`src/rtl/vga_pkg.sv`:
```
// Shared raster constants for the VGA timing path: default 800x600@60
// geometry, derived totals and the counter width used on every axis.
package vga_pkg;

    localparam int CNT_W = 11;
    localparam int MAX_TOTAL = 2 ** CNT_W;

    localparam int H_ACTIVE_DEF = 800;
    localparam int H_FRONT_DEF  = 40;
    localparam int H_SYNC_DEF   = 128;
    localparam int H_BACK_DEF   = 88;
    localparam int H_TOTAL_DEF  = H_ACTIVE_DEF + H_FRONT_DEF + H_SYNC_DEF + H_BACK_DEF;

    localparam int V_ACTIVE_DEF = 600;
    localparam int V_FRONT_DEF  = 1;
    localparam int V_SYNC_DEF   = 4;
    localparam int V_BACK_DEF   = 23;
    localparam int V_TOTAL_DEF  = V_ACTIVE_DEF + V_FRONT_DEF + V_SYNC_DEF + V_BACK_DEF;

    typedef logic [CNT_W-1:0] cnt_t;

endpackage

```
`src/rtl/vga_if.sv`:
```
// Raster bundle carried from the timing generator down the draw pipeline.
interface vga_if;
    import vga_pkg::*;

    logic [CNT_W-1:0] hcount;
    logic [CNT_W-1:0] vcount;
    logic             hblnk;
    logic             vblnk;
    logic             hsync;
    logic             vsync;

    modport out (output hcount, vcount, hblnk, vblnk, hsync, vsync);
    modport in  (input  hcount, vcount, hblnk, vblnk, hsync, vsync);

endinterface

```
`src/rtl/vga_axis_counter.sv`:
```
// One raster axis: wrapping counter plus blank/sync flags. Flags are decoded
// from the next count so they land in the same cycle as the count they describe.
module vga_axis_counter
    import vga_pkg::*;
#(
    parameter int   TOTAL       = H_TOTAL_DEF,
    parameter int   BLANK_START = H_ACTIVE_DEF,
    parameter int   SYNC_START  = H_ACTIVE_DEF + H_FRONT_DEF,
    parameter int   SYNC_END    = H_ACTIVE_DEF + H_FRONT_DEF + H_SYNC_DEF,
    parameter logic POL         = 1'b1
) (
    input  logic             clk,
    input  logic             rst,
    input  logic             en,
    output logic [CNT_W-1:0] count,
    output logic             blnk,
    output logic             sync,
    output logic             last
);

    localparam cnt_t LAST_C  = cnt_t'(TOTAL - 1);
    localparam cnt_t BLANK_C = cnt_t'(BLANK_START);
    localparam cnt_t SSTART  = cnt_t'(SYNC_START);
    localparam cnt_t SEND    = cnt_t'(SYNC_END);

    cnt_t count_nxt;

    assign last = (count == LAST_C);

    // Next count: advance when enabled, wrap after the final position.
    always_comb begin
        count_nxt = count;
        if (en) begin
            count_nxt = last ? '0 : count + cnt_t'(1);
        end
    end

    // Register the count together with its decoded flags.
    always_ff @(posedge clk) begin
        if (rst) begin
            count <= '0;
            blnk  <= 1'b0;
            sync  <= ~POL;
        end else begin
            count <= count_nxt;
            blnk  <= (count_nxt >= BLANK_C);
            sync  <= ((count_nxt >= SSTART) && (count_nxt < SEND)) ? POL : ~POL;
        end
    end

endmodule

```
`src/rtl/vga_timing_gen.sv`:
```
// Raster timing source: horizontal/vertical counters with blank and sync,
// plus a once-per-frame tick at the start of vertical blanking and a
// free-running frame counter for game pacing.
module vga_timing_gen
    import vga_pkg::*;
#(
    parameter int   H_ACTIVE = H_ACTIVE_DEF,
    parameter int   H_FRONT  = H_FRONT_DEF,
    parameter int   H_SYNC   = H_SYNC_DEF,
    parameter int   H_BACK   = H_BACK_DEF,
    parameter int   V_ACTIVE = V_ACTIVE_DEF,
    parameter int   V_FRONT  = V_FRONT_DEF,
    parameter int   V_SYNC   = V_SYNC_DEF,
    parameter int   V_BACK   = V_BACK_DEF,
    parameter logic SYNC_POL = 1'b1
) (
    input  logic        clk,
    input  logic        rst,
    vga_if.out          vga_out,
    output logic        frame_tick,
    output logic [15:0] frame_cnt
);

    localparam int H_TOTAL = H_ACTIVE + H_FRONT + H_SYNC + H_BACK;
    localparam int V_TOTAL = V_ACTIVE + V_FRONT + V_SYNC + V_BACK;

    localparam cnt_t V_ACTIVE_C = cnt_t'(V_ACTIVE);

    // Both axes must fit the 11-bit counters.
    if (H_TOTAL > MAX_TOTAL) begin : g_h_total_chk
        $error("vga_timing_gen: H_TOTAL %0d exceeds %0d", H_TOTAL, MAX_TOTAL);
    end
    if (V_TOTAL > MAX_TOTAL) begin : g_v_total_chk
        $error("vga_timing_gen: V_TOTAL %0d exceeds %0d", V_TOTAL, MAX_TOTAL);
    end

    cnt_t h_count;
    cnt_t v_count;
    cnt_t h_nxt;
    cnt_t v_nxt;
    logic h_blnk;
    logic h_sync;
    logic h_last;
    logic v_blnk;
    logic v_sync;
    logic v_last;

    vga_axis_counter #(
        .TOTAL       (H_TOTAL),
        .BLANK_START (H_ACTIVE),
        .SYNC_START  (H_ACTIVE + H_FRONT),
        .SYNC_END    (H_ACTIVE + H_FRONT + H_SYNC),
        .POL         (SYNC_POL)
    ) u_h (
        .clk   (clk),
        .rst   (rst),
        .en    (1'b1),
        .count (h_count),
        .blnk  (h_blnk),
        .sync  (h_sync),
        .last  (h_last)
    );

    vga_axis_counter #(
        .TOTAL       (V_TOTAL),
        .BLANK_START (V_ACTIVE),
        .SYNC_START  (V_ACTIVE + V_FRONT),
        .SYNC_END    (V_ACTIVE + V_FRONT + V_SYNC),
        .POL         (SYNC_POL)
    ) u_v (
        .clk   (clk),
        .rst   (rst),
        .en    (h_last),
        .count (v_count),
        .blnk  (v_blnk),
        .sync  (v_sync),
        .last  (v_last)
    );

    // Next-state counts, so the tick registers alongside the counters.
    assign h_nxt = h_last ? '0 : h_count + cnt_t'(1);
    assign v_nxt = h_last ? (v_last ? '0 : v_count + cnt_t'(1)) : v_count;

    assign vga_out.hcount = h_count;
    assign vga_out.vcount = v_count;
    assign vga_out.hblnk  = h_blnk;
    assign vga_out.vblnk  = v_blnk;
    assign vga_out.hsync  = h_sync;
    assign vga_out.vsync  = v_sync;

    // Tick on entry to vertical blanking; the counter absorbs it one cycle later.
    always_ff @(posedge clk) begin
        if (rst) begin
            frame_tick <= 1'b0;
            frame_cnt  <= 16'd0;
        end else begin
            frame_tick <= (h_nxt == '0) && (v_nxt == V_ACTIVE_C);
            frame_cnt  <= frame_cnt + {15'd0, frame_tick};
        end
    end

endmodule

```
`src/flat_wrapper.sv`:
```
// flat-port wrapper written by rule: the top's interface ports become plain ports
module vga_timing_gen_flat import vga_pkg::*;
#(
    parameter int   H_ACTIVE = H_ACTIVE_DEF,
    parameter int   H_FRONT  = H_FRONT_DEF,
    parameter int   H_SYNC   = H_SYNC_DEF,
    parameter int   H_BACK   = H_BACK_DEF,
    parameter int   V_ACTIVE = V_ACTIVE_DEF,
    parameter int   V_FRONT  = V_FRONT_DEF,
    parameter int   V_SYNC   = V_SYNC_DEF,
    parameter int   V_BACK   = V_BACK_DEF,
    parameter logic SYNC_POL = 1'b1
)
  (clk, rst, frame_tick, frame_cnt, vga_out_hcount, vga_out_vcount, vga_out_hblnk, vga_out_vblnk, vga_out_hsync, vga_out_vsync);
  vga_if vga_out_i ();
  input  logic clk;
  input  logic rst;
  output logic frame_tick;
  output logic [15:0] frame_cnt;
  output wire logic [$bits(vga_out_i.hcount)-1:0] vga_out_hcount;
  output wire logic [$bits(vga_out_i.vcount)-1:0] vga_out_vcount;
  output wire logic [$bits(vga_out_i.hblnk)-1:0] vga_out_hblnk;
  output wire logic [$bits(vga_out_i.vblnk)-1:0] vga_out_vblnk;
  output wire logic [$bits(vga_out_i.hsync)-1:0] vga_out_hsync;
  output wire logic [$bits(vga_out_i.vsync)-1:0] vga_out_vsync;
  assign vga_out_hcount = vga_out_i.hcount;
  assign vga_out_vcount = vga_out_i.vcount;
  assign vga_out_hblnk = vga_out_i.hblnk;
  assign vga_out_vblnk = vga_out_i.vblnk;
  assign vga_out_hsync = vga_out_i.hsync;
  assign vga_out_vsync = vga_out_i.vsync;
  vga_timing_gen #(.H_ACTIVE(H_ACTIVE), .H_FRONT(H_FRONT), .H_SYNC(H_SYNC), .H_BACK(H_BACK), .V_ACTIVE(V_ACTIVE), .V_FRONT(V_FRONT), .V_SYNC(V_SYNC), .V_BACK(V_BACK), .SYNC_POL(SYNC_POL)) u_core (.clk(clk), .rst(rst), .vga_out(vga_out_i), .frame_tick(frame_tick), .frame_cnt(frame_cnt));
endmodule
```
`config.mk`:
```
export PLATFORM = sky130hd
export DESIGN_NAME = vga_timing_gen_flat
export DESIGN_NICKNAME = d
export VERILOG_FILES = /design/src/rtl/vga_pkg.sv /design/src/rtl/vga_if.sv /design/src/rtl/vga_axis_counter.sv /design/src/rtl/vga_timing_gen.sv /design/src/flat_wrapper.sv
export SDC_FILE = /design/constraint.sdc
export NUM_CORES = 1
export LEC_CHECK = 0
export ABC_CLOCK_PERIOD_IN_PS = 7300
export BUFFER_PORTS_ARGS = -buffer_cell sky130_fd_sc_hd__buf_2
export CORE_ASPECT_RATIO = 1.1
export CORE_MARGIN = 1.5
export CORE_UTILIZATION = 57
export DETAILED_ROUTE_END_ITERATION = 8
export PLACE_DENSITY = 0.81
export RECOVER_POWER = 50
export SYNTH_ARGS = -nofsm -noshare
export SYNTH_HDL_FRONTEND = slang
export SYNTH_SLANG_ARGS = --single-unit
```
`constraint.sdc`:
```
create_clock -name clk -period 7.3 [get_ports clk]
set_clock_uncertainty 0.15 [all_clocks]
set_input_delay 0.365 -clock clk [delete_from_list [all_inputs] [get_ports clk]]
set_output_delay 0.365 -clock clk [all_outputs]
set_load 0.02 [all_outputs]
```
* Word-level counts from Yosys, hierarchy flattened *
Index checks and enable logic that the tools add are counted.

storage, ports and cells
  bits in registers = 43
  latch bits = 0
  RAM bits = 0
  memory bits (read-only) = 0
  bits of input ports = 2
  output and inout bits = 43
  word-level logic and storage cells = 29
  memories kept = 0

cells by class
  add/sub/neg operators = 3
  multiply operators = 0
  divide/modulo/power cells = 0
  order comparisons = 6
  eq/ne operators = 3
  shift-type cells = 0
  multiplexer cells = 5
  bitwise logic cells = 0
  reductions and logical operators = 4

operators with widths
  cell                                                    number
  >= comparator 11 x 10 -> 1 bit (second input constant)  4
  two-way mux 11 bit                                      3
  adder 11 x 1 -> 11 bit (second input constant)          2
  == test 11 x 10 -> 1 bit (second input constant)        2
  < comparator 11 x 10 -> 1 bit (second input constant)   2
  adder 16 x 1 -> 16 bit                                  1
  == test 11 bit (second input constant)                  1
  logical NOT 11 bit                                      1
  logical AND 1 bit                                       3
  two-way mux 1 bit                                       2

* Logic depth before layout (Yosys ltp) *
Gate-level depths: netlist of the first run.

  depth in word-level cells = 6
  gate-level depth with buffers = 9
  gate-level depth less buffers = 7

* Hierarchy *
Synthesis of the first run repeated with hierarchy kept, for this count alone.

second synthesis, totals
  cells, all modules = 296
  area total of the unflattened synthesis = 2476.1 um^2

modules (own cells, without submodules)
  module                         instances  cells each  area an instance (um^2)
  vga_timing_gen                 1          126         1003.5
  vga_axis_counter (u_core.u_v)  1          89          767.0
  vga_axis_counter (u_core.u_h)  1          81          705.7

* Worst setup path before layout of the first run *
Ideal clock, no wire load.

  path type = flip-flop to flip-flop
  start point = register u_core.u_h.count[0]
  end point = register u_core.frame_tick
  data arrival time = 2.298 ns
  data required time = 7.063 ns
  slack = 4.764 ns
  cell stages (with the launch flop) = 9
  period minus slack after synthesis = 2.536 ns
  path through = dfxtp_1 ha_1 and4_1 nand3_2 buf_6 or4_4 a21oi_2 nand4_2 nor4b_2

between the ends
  word-level cells in the longest chain between the ends = 4

ends and longest elaborated chain
  item                                                            line                                          source
  from (decl)                                                     vga_axis_counter.sv:15                        output logic [CNT_W-1:0] count,
  from (signal assigned)                                          vga_axis_counter.sv:45                        count <= count_nxt;
  adder 11 x 1 -> 11 bit or == test 11 bit (tied branches)        vga_timing_gen.sv:81, vga_axis_counter.sv:28
  two-way mux 11 bit (on tied branches)                           vga_timing_gen.sv:81, vga_timing_gen.sv:82
  logical NOT 11 bit or == test 11 x 10 -> 1 bit (tied branches)  vga_timing_gen.sv:97                          frame_tick <= (h_nxt == '0) && (v_nxt == V_ACTIVE_C);
  logical AND 1 bit *                                             vga_timing_gen.sv:97
  to (signal assigned)                                            vga_timing_gen.sv:97
  to (decl)                                                       vga_timing_gen.sv:20                          output logic frame_tick,

Every way passes the cells marked *; elsewhere a longest branch is shown, timed or not.
A chain may end at the register's enable or synchronous reset.

* Final worst setup path of the first run *
  start point = register u_core.u_h.count[0]
  end point = register u_core.u_v.sync

between the ends
  word-level cells in the longest chain between the ends = 5

ends and longest elaborated chain
  item                                                                             line                    source
  == test 11 bit *                                                                 vga_axis_counter.sv:28  assign last = (count == LAST_C);
  two-way mux 11 bit *                                                             vga_axis_counter.sv:33  if (en) begin
  >= comparator 11 x 10 -> 1 bit or < comparator 11 x 10 -> 1 bit (tied branches)  vga_axis_counter.sv:47  sync <= ((count_nxt >= SSTART) && (count_nxt < SEND)) ? POL : ~POL;
  logical AND 1 bit *                                                              vga_axis_counter.sv:47
  two-way mux 1 bit *                                                              vga_axis_counter.sv:47
  to (signal assigned)                                                             vga_axis_counter.sv:43  sync <= ~POL;
  to (signal assigned)                                                             vga_axis_counter.sv:47
  to (decl)                                                                        vga_axis_counter.sv:17  output logic sync,

Marked as above.

==> results of run 1 <==
cell usage after synthesis, types with 6 or more instances:
| library cell | number |
|---|---|
| xor2_1 | 16 |
| xnor2_1 | 11 |
| a21oi_1 | 11 |
| clkbuf_1 | 10 |
| and3_1 | 7 |
| nand4_1 | 8 |
| dfxtp_1 | 43 |
| nor3_1 | 11 |
| or3_1 | 6 |
| o21ai_0 | 10 |
| nand2_1 | 15 |
| nor2_1 | 30 |
| nand3_1 | 19 |
final cells by class:
| class | count | share of cell area |
|---|---|---|
| well taps | 50 | 0.02499 |
| clock inverters | 1 | 0.001999 |
| repair buffers | 44 | 0.07046 |
| inverters | 2 | 0.002999 |
| clock buffers | 7 | 0.03048 |
| multi-input cells | 203 | 0.5252 |
| flip-flops and latches | 43 | 0.3438 |
state kept, by name, indices dropped and copies added (netlist names):
| name | flops |
|---|---|
| u_core.u_v.count | 11 |
| u_core.u_h.blnk | 1 |
| u_core.u_h.sync | 1 |
| u_core.frame_cnt | 16 |
| u_core.u_v.sync | 1 |
| u_core.frame_tick | 1 |
| u_core.u_v.blnk | 1 |
| u_core.u_h.count | 11 |
metal layers:
layer	wire length, um	GRT usage
met2	2269	0.3923
met4	57	0.07500
met1	2214	0.2905
met3	252	0.05357
met5	0	0
cell families after synthesis:
family,share of synthesized area
AO/OA/AOI/OAI,0.1338
buffers and inverters,0.03443
XOR/XNOR,0.1049
adder cells (fa/ha/maj),0.02776
multiplexers,0.004997
flip-flops,0.3820
AND/OR/NAND/NOR,0.3121
worst min-delay path by stage:
stage,start,endpoint,slack [ns],cells past startpoint
2_1_floorplan,u_core.u_v.count[1]$_SDFF_PP0_,u_core.u_v.count[1]$_SDFF_PP0_,0.42,2
3_5_place_dp,u_core.frame_cnt[5]$_SDFF_PP0_,u_core.frame_cnt[5]$_SDFF_PP0_,0.36,2
3_3_place_gp,u_core.frame_cnt[15]$_SDFF_PP0_,u_core.frame_cnt[15]$_SDFF_PP0_,0.34,2
6_report,u_core.frame_cnt[5]$_SDFF_PP0_,u_core.frame_cnt[5]$_SDFF_PP0_,0.37,2
4_1_cts,u_core.frame_cnt[5]$_SDFF_PP0_,u_core.frame_cnt[5]$_SDFF_PP0_,0.37,2
5_1_grt,u_core.u_v.count[1]$_SDFF_PP0_,u_core.u_v.count[1]$_SDFF_PP0_,0.41,2
report_power, final:
part           total (mW)  internal (mW)  switching, mW
registers           0.238          0.236        0.00243
clock network       0.145         0.0672         0.0775
logic              0.0105        0.00308        0.00744
worst reg2reg max path, delay by kind of cell (launching register included):
family	cells	cell delay, ns
DFF	1	0.44
AOI/OAI and AO/OA	1	0.40
and+or+nand+nor	5	1.78
adders and majority gates	1	0.28
per-stage QoR:
step	instances	hold WS, ns	setup WS, ns	util
after CTS	350	0.3700	4.166	0.6862
after detailed placement	342	0.3576	4.190	0.6643
after global routing	350	0.4062	3.881	0.6744
after global placement	342	0.3387	4.333	0.6643
final	350	0.3693	4.156	0.6744
after floorplan	262	0.4215	4.764	-
==> results.ini, run 1 <==
[outcome]
outcome=finished clean

[die]
die_w_um=62.95
start_util=0.6070
coreArea_um2=3712
io_pins=45
fp-row-count=23
dieArea_um2=4340
die_h_um=68.95

[global_route]
overflow=0
grt_max_degree=35
antenna_found_initial=0
grt_usage=0.2298
grt_pass1_vias=1754
grt_pass1_wl_mm=7.921

[timing]
drv_slew=0
slew_headroom=0.5927
period_minus_slack_ns=3.144
worst_pin_slew_ns=0.6109
fin_crit_sh=0.4307
setup-tns-final_ns=0
hold_viol_final=0
fmax_ghz=0.3181
setup_viol=0
grt_setup_unrepaired=no

[setup_path]
cp_slowest_cell=or3_1
cp_max_fo=20
max_stage_delay_ns=0.49
critPathLaunch=u_core.u_h.count[0]$_SDFF_PP0_
critPathTopFamily=simple AND/OR/NAND/NOR gates
worstRegToRegCells=7
startpoint_type=flop
path_class=flop to flop
critPathCaptureType=flop
path_cells=ha_1 -> and4_1 -> nand3_2 -> or3_1 -> a2111oi_2 -> nand4_2 -> nor4_1
worst-path-buf-inv=0
crit_required_ns=7.35
r2r-start=u_core.u_h.count[0]$_SDFF_PP0_
endpoint=u_core.u_v.sync$_SDFF_PP0_
worstPathArrival_ns=3.19
r2r_end=u_core.u_v.sync$_SDFF_PP0_
cp_num_cells=7
r2r_slack_ns=4.16

[power_and_ir_drop]
powerDensity_nw_per_um2=157.1
ir_drop_v=0.0001125
finalPower_mw=0.3933
leakage_nw=0.8875

[clocking]
cts_buffers=5
cts.repair.resized=0
hold_buffers=0
clk_pin_slew_ns=0.08
cts_setup_buffers=0
cts-root-buf=clkbuf_8
clk_latency_ns=0.29
clockBufferDepth=2
cts_tree=built
clock-sinks=43
ctsHtreeMaxLevel=2

[cells_and_area]
antenna_cells=0
layout_common_cells=dfxtp_1 (43), clkbuf_1 (37), nor2_1 (30), nand3_1 (19), xor2_1 (16)
design_area_um2=2504
multiInputGateArea_um2=1315
regArea_um2=860.8
syn_to_final_growth_pct=11.10
drive_above_1_share=0.08667
nFillCells=360
final_common_cell=dfxtp_1
fin_nets=306

[synthesis]
synth_seq_cells=43
async_reset_ff_frac=0
syn_area_um2=2253
synth.avg_cell_area_um2=8.601
synthDistinctLibCells=50
synth_top_cell_by_area=dfxtp_1
ys.flop_type=dfxtp_1
netlist.area_leader.share=0.3820
seq_area_frac_synth=0.3820
synth_cells=262
synth_area_leaders=dfxtp_1 (38%), xor2_1 (6.2%), nor2_1 (5.0%), xnor2_1 (4.3%), nand3_1 (4.2%)
syn_nets=269
ys_warn_count=0
synth_edf_count=0

[drt]
routed_via_density=5.749
drc=0
routed_wirelength_mm=4.794
route.antenna.remaining_nets=0
drtIter0Drc=157
wire_per_inst_um=13.70
vias=2012
first_pass_iters=5

[min_path]
hold_path.class=flop to flop

[placed_design]
io_buffers=44
gp_congestion=0.8781
dpl_cell_area_um2=2466
dp_hpwl_mm=3.363

[job]
max_cap_violations=0

No activity file was read; power rests on OpenSTA's default activity.
==> run 2, diff against run 1 <==
Settings changed: ABC_CLOCK_PERIOD_IN_PS 7300 to 2750, CORE_UTILIZATION 57 to 49, PLACE_DENSITY 0.81 to 0.74.
Clock period 7.3 ns to 2.75 ns, I/O delays scaled along.
==> run 2 against run 1 <==
  * Sequential cell count stayed put
  * Hold slack worse by 0.18 ns
  * Cell count is 4.3% higher
  * Setup slack worse by 3.9 ns
  * Sequential share of layout area is 1.7 points lower
  * Total power grew to 3.0 times the previous value
  * Via count is 1.9% higher
  * Core utilization is 6.9 points lower
  * Largest cell class unchanged
  * Highest routed layer unchanged
==> results.ini, run 2 (synthesis gave the netlist of run 1 again) <==
[outcome]
outcome=finished clean

[cells_and_area]
largest_reg_flops=16  ; unchanged
design_area_um2=2633  ; +5.1%
regMostFlops=u_core.frame_cnt
layout_common_cells=dfxtp_1 (43), clkbuf_1 (39), nor2_1 (30), nand3_1 (19), xor2_1 (16)
fin_nets=317  ; +3.6%
fin_cells=365  ; +4.3%
final_common_cell=dfxtp_1
drive_above_1_share=0.1125  ; +0.02587
syn_to_final_growth_pct=16.82
antenna_cells=0  ; unchanged
nFillCells=408  ; +13%
reg_top3=u_core.frame_cnt: 16 flops, u_core.u_h.count: 11 flops, u_core.u_v.count: 11 flops

[placed_design]
dpl.cell_count=357  ; +4.4%
dpl_cell_area_um2=2554  ; +3.6%
post-place-ws_ns=0.2269  ; -3.963 ns
io_buffers=44  ; unchanged
gp_congestion=0.8425  ; -4.1%
dp_hpwl_mm=3.634  ; +8.1%

[min_path]
hold_path_end=u_core.u_v.count[8]$_SDFF_PP0_
hold_path_depth=2  ; unchanged
hold_path.class=primary input to flop
min_from=rst

[die]
start_util=0.5183  ; -0.08874
die_w_um=67.66  ; +7.5%
die_h_um=74.13  ; +7.5%
fp-row-count=25  ; +8.7%
io_pins=45  ; unchanged
coreArea_um2=4348  ; +17%
dieArea_um2=5015  ; +16%

[clocking]
clk_latency_ns=0.29  ; about the same
ctsHtreeMaxLevel=2  ; unchanged
clock-sinks=43  ; unchanged
cts_buffers=5  ; unchanged
cts-root-buf=clkbuf_8
clk_pin_slew_ns=0.08  ; about the same
cts_tree=built
hold_buffers=0  ; unchanged
clockBufferDepth=2  ; unchanged

[timing]
hold_viol_final=0  ; unchanged
setup_viol=0  ; unchanged
fin_crit_sh=0.9121  ; +0.4814
setup_slack_ns=0.2417  ; -3.914 ns
setup-tns-final_ns=0  ; unchanged
fmax_ghz=0.3987  ; +25%
drv_slew=0  ; unchanged
period_minus_slack_ns=2.508  ; -0.6358 ns
worst_pin_slew_ns=0.6240  ; +0.01314 ns
slew_headroom=0.5840  ; -0.008759
grt_setup_unrepaired=no

[power_and_ir_drop]
powerDensity_nw_per_um2=444.4  ; +180%
ir_drop_v=0.0002613  ; +130%
leakage_nw=0.9447  ; +6.4%
finalPower_mw=1.170  ; +200%

[setup_path]
r2r_slack_ns=0.24  ; -3.91 ns
worstRegToRegCells=7  ; unchanged
r2r_end=u_core.frame_tick$_SDFF_PP0_
r2r-start=u_core.u_h.count[0]$_SDFF_PP0_
startpoint_type=flop
critPathCaptureType=flop
path_class=flop to flop
worstPathArrival_ns=2.57  ; -0.62 ns
cp_max_fo=11  ; -45%
crit_required_ns=2.82  ; -4.53 ns

[global_route]
grt_max_degree=35  ; unchanged
grt_pass1_vias=1708  ; -2.6%
grt_usage=0.2121  ; -0.01760
grt_pass1_wl_mm=8.114  ; +2.4%
antenna_found_initial=0  ; unchanged
overflow=0  ; unchanged

[drt]
drtIter0Drc=91  ; -42%
route.antenna.remaining_nets=0  ; unchanged
routed_via_density=5.619  ; -2.3%
first_pass_iters=4  ; -1
drc=0  ; unchanged
routed_wirelength_mm=5.092  ; +6.2%
wire_per_inst_um=13.95  ; +1.9%
vias=2051  ; +1.9%

[job]
max_cap_violations=0  ; unchanged

==> run 2: critical path, cell delays in order, from the launching register on <==
cell	delay (ns)
dfxtp_1	0.34
ha_1	0.24
and4_1	0.27
nand3_2	0.22
or3_1	0.45
a2111oi_4	0.34
nand4_2	0.16
nor4b_2	0.27
==> run 2: report_power, final <==
| group | internal [mW] | switching [mW] | total (mW) |
|---|---|---|---|
| Combinational | 0.0116 | 0.0256 | 0.0372 |
| Sequential | 0.626 | 0.00195 | 0.628 |
| Clock | 0.294 | 0.211 | 0.505 |
==> run 2: worst max path at each step <==
| stage | to | cells after the start | start | slack, ns |
|---|---|---|---|---|
| 2_1_floorplan | u_core.frame_tick$_SDFF_PP0_ | 8 | u_core.u_h.count[0]$_SDFF_PP0_ | 0.21 |
| 3_3_place_gp | u_core.frame_tick$_SDFF_PP0_ | 7 | u_core.u_h.count[0]$_SDFF_PP0_ | 0.29 |
| 3_5_place_dp | u_core.frame_tick$_SDFF_PP0_ | 7 | u_core.u_h.count[0]$_SDFF_PP0_ | 0.23 |
| 4_1_cts | u_core.frame_tick$_SDFF_PP0_ | 7 | u_core.u_h.count[0]$_SDFF_PP0_ | 0.20 |
| 5_1_grt | u_core.frame_tick$_SDFF_PP0_ | 7 | u_core.u_h.count[0]$_SDFF_PP0_ | 0.07 |
| 6_report | u_core.frame_tick$_SDFF_PP0_ | 7 | u_core.u_h.count[0]$_SDFF_PP0_ | 0.24 |
==> run 2: cell type report <==
cell class                      count  area, um^2  area share
Multi-Input combinational cell    203        1328      0.5043
Sequential cell                    43       860.8      0.3270
Timing Repair Buffer               55       251.5     0.09553
Clock buffer                        6       82.58     0.03137
Tap cell                           54       67.56     0.02567
Clock inverter                      2       35.03     0.01331
Inverter                            2       7.507    0.002852
==> run 2: through the flow <==
| step | hold WS [ns] | utilization |
|---|---|---|
| 2_1_floorplan | 0.2975 | - |
| 3_3_place_gp | 0.3390 | 0.5873 |
| 3_5_place_dp | 0.3546 | 0.5873 |
| 4_1_cts | 0.1902 | 0.6144 |
| 5_1_grt | 0.2144 | 0.6055 |
| 6_report | 0.1940 | 0.6055 |
==> run 2: timing repair <==
| item | 4_1_cts | 5_1_grt |
|---|---|---|
| setup buffers | 0 | 0 |
| endpoints found under the setup margin | 0 | 1 |
| gates resized for setup | 0 | 1 |
==> run 2: layer usage <==
metal / GRT usage / up-vias / wire length [um] / share of wire
li1: - / 1043 / - / -
met1: 0.2856 / 947 / 2442 / 0.48
met2: 0.3355 / 52 / 2302 / 0.45
met3: 0.04539 / 9 / 264 / 0.052
met4: 0.07483 / 0 / 82 / 0.016
met5: 0 / - / 0 / 0
==> run 3, diff against run 2 <==
Settings changed: RECOVER_POWER 50 to default.
==> run 3 against run 2 <==
  * Design area increased by 1.9%
  * Count of clock-buffer cells in the layout did not move
  * First-iteration DRC count rose by 5.5%
  * Global-route usage unchanged
  * Hold slack worse by 0.0013 ns
  * Sequential share of layout area decreased by 0.63 points
  * Critical path depth unchanged
  * Maximum frequency down 0.16%
  * Largest power group unchanged
  * Highest routed layer unchanged
==> results.ini, run 3 (synthesis gave the netlist of run 1 again) <==
[drt]
wire_per_inst_um=13.76  ; -1.4%
routed_via_density=5.638  ; +0.34%
routed_wirelength_mm=5.021  ; -1.4%
vias=2058  ; +0.34%
drtIter0Drc=96  ; +5.5%
route.antenna.remaining_nets=0  ; unchanged
drc=0  ; unchanged
first_pass_iters=4  ; unchanged

[die]
dieArea_um2=5015  ; unchanged
io_pins=45  ; unchanged
start_util=0.5183  ; unchanged
die_w_um=67.66  ; unchanged
coreArea_um2=4348  ; unchanged
die_h_um=74.13  ; unchanged
fp-row-count=25  ; unchanged

[setup_path]
r2r_slack_ns=0.24  ; about the same
path_cells=ha_1 -> and4_1 -> nand3_2 -> or3_1 -> a2111oi_4 -> nand4_2 -> nor4b_2
crit_required_ns=2.82  ; about the same
worstPathArrival_ns=2.58  ; about the same
cp_slowest_cell=or3_1
worstRegToRegCells=7  ; unchanged
startpoint_type=flop
path_class=flop to flop
cp_max_fo=11  ; unchanged
r2r-start=u_core.u_h.count[0]$_SDFF_PP0_
critPathLaunch=u_core.u_h.count[0]$_SDFF_PP0_
max_stage_delay_ns=0.45  ; about the same
r2r_end=u_core.frame_tick$_SDFF_PP0_
critPathCaptureType=flop

[cells_and_area]
reg_top3=u_core.frame_cnt: 16 flops, u_core.u_h.count: 11 flops, u_core.u_v.count: 11 flops
layout_common_cells=buf_2 (44), dfxtp_1 (43), nor2_1 (30), nand3_1 (19), xor2_1 (16)
post-route-util=0.6173  ; +0.01180
nFillCells=393  ; -3.7%
final_common_cell=buf_2
fin_nets=317  ; unchanged
antenna_cells=0  ; unchanged
syn_to_final_growth_pct=19.10
drive_above_1_share=0.2379  ; +0.1254
largest_reg_flops=16  ; unchanged
regMostFlops=u_core.frame_cnt

[timing]
setup-tns-final_ns=0  ; unchanged
period_minus_slack_ns=2.512  ; +0.004003 ns
worst_pin_slew_ns=0.6334  ; +0.009347 ns
fin_crit_sh=0.9136  ; +0.001456
drv_slew=0  ; unchanged
hold_viol_final=0  ; unchanged
slew_headroom=0.5777  ; -0.006232
fmax_ghz=0.3980  ; -0.16%
setup_slack_ns=0.2377  ; -0.004003 ns
setup_viol=0  ; unchanged
grt_setup_unrepaired=no

[placed_design]
post-place-ws_ns=0.2269  ; unchanged
gp_congestion=0.8425  ; unchanged
io_buffers=44  ; unchanged
dp_hpwl_mm=3.634  ; unchanged

[clocking]
cts_setup_buffers=0  ; unchanged
clockBufferDepth=2  ; unchanged
clk_latency_ns=0.30  ; about the same
cts_tree=built
ctsHtreeMaxLevel=2  ; unchanged
cts_buffers=5  ; unchanged
clk_pin_slew_ns=0.08  ; about the same
cts-root-buf=clkbuf_8
clock-sinks=43  ; unchanged

[min_path]
hold_path_depth=2  ; unchanged
hold_path.class=primary input to flop
min_from=rst
hold_path_end=u_core.frame_cnt[6]$_SDFF_PP0_

[global_route]
grt_max_degree=35  ; unchanged
overflow=0  ; unchanged
grt_usage=0.2121  ; unchanged
grt_pass1_vias=1708  ; unchanged
grt_pass1_wl_mm=8.114  ; unchanged
antenna_found_initial=0  ; unchanged

[power_and_ir_drop]
leakage_nw=1.115  ; +18%
powerDensity_nw_per_um2=437.2  ; -1.6%
ir_drop_v=0.0002612  ; about the same

[job]
max_cap_violations=0  ; unchanged

[outcome]
outcome=finished clean

-- run 3: worst max-delay path: cells and delay by family (launching register included) --
| family | cells | cell delay, ns |
|---|---|---|
| compound gates | 1 | 0.34 |
| fa+ha+maj | 1 | 0.24 |
| flops | 1 | 0.34 |
| simple gates | 5 | 1.37 |
-- run 3: worst max path at each step --
stage                                              end  slack, ns  cells after the start
after global routing      u_core.frame_tick$_SDFF_PP0_       0.07                      7
after CTS                 u_core.frame_tick$_SDFF_PP0_       0.20                      7
after detailed placement  u_core.frame_tick$_SDFF_PP0_       0.23                      7
final                     u_core.frame_tick$_SDFF_PP0_       0.24                      7
after floorplan           u_core.frame_tick$_SDFF_PP0_       0.21                      8
after global placement    u_core.frame_tick$_SDFF_PP0_       0.29                      7
-- run 3: per-layer routing --
layer,share of wire,track usage
met1,0.48,0.2856
met3,0.046,0.04539
met4,0.018,0.07483
met5,0,0
met2,0.45,0.3355
-- run 3: power by group --
part	switching, mW	internal [mW]
Clock	0.213	0.294
Sequential	0.00198	0.626
Combinational	0.0254	0.0135
-- run 3: per-stage QoR --
stage / hold slack [ns] / area, um^2 / power (mW) / instances
floorplan: 0.2975 / 2253 / 0.6670 / 262
finish: 0.1927 / 2684 / 1.173 / 365
global route: 0.2144 / 2684 / 1.211 / 365
detailed placement: 0.3546 / 2554 / 0.6815 / 357
global placement: 0.3390 / 2554 / 0.6813 / 357
CTS: 0.1902 / 2671 / 1.186 / 365
-- run 3: cell type report --
cell class,count,area [um^2],area share
Multi-Input combinational cell,203,1328,0.4946
Sequential cell,43,860.8,0.3207
Inverter,2,7.507,0.002797
Clock buffer,6,82.58,0.03077
Tap cell,54,67.56,0.02517
Timing Repair Buffer,55,302.8,0.1128
Clock inverter,2,35.03,0.01305
-- run 3: timing repair --
item,in CTS,in global routing
setup endpoints to repair,0,1
gates resized for setup,0,1
hold endpoints to repair,0,0
hold buffers,0,0
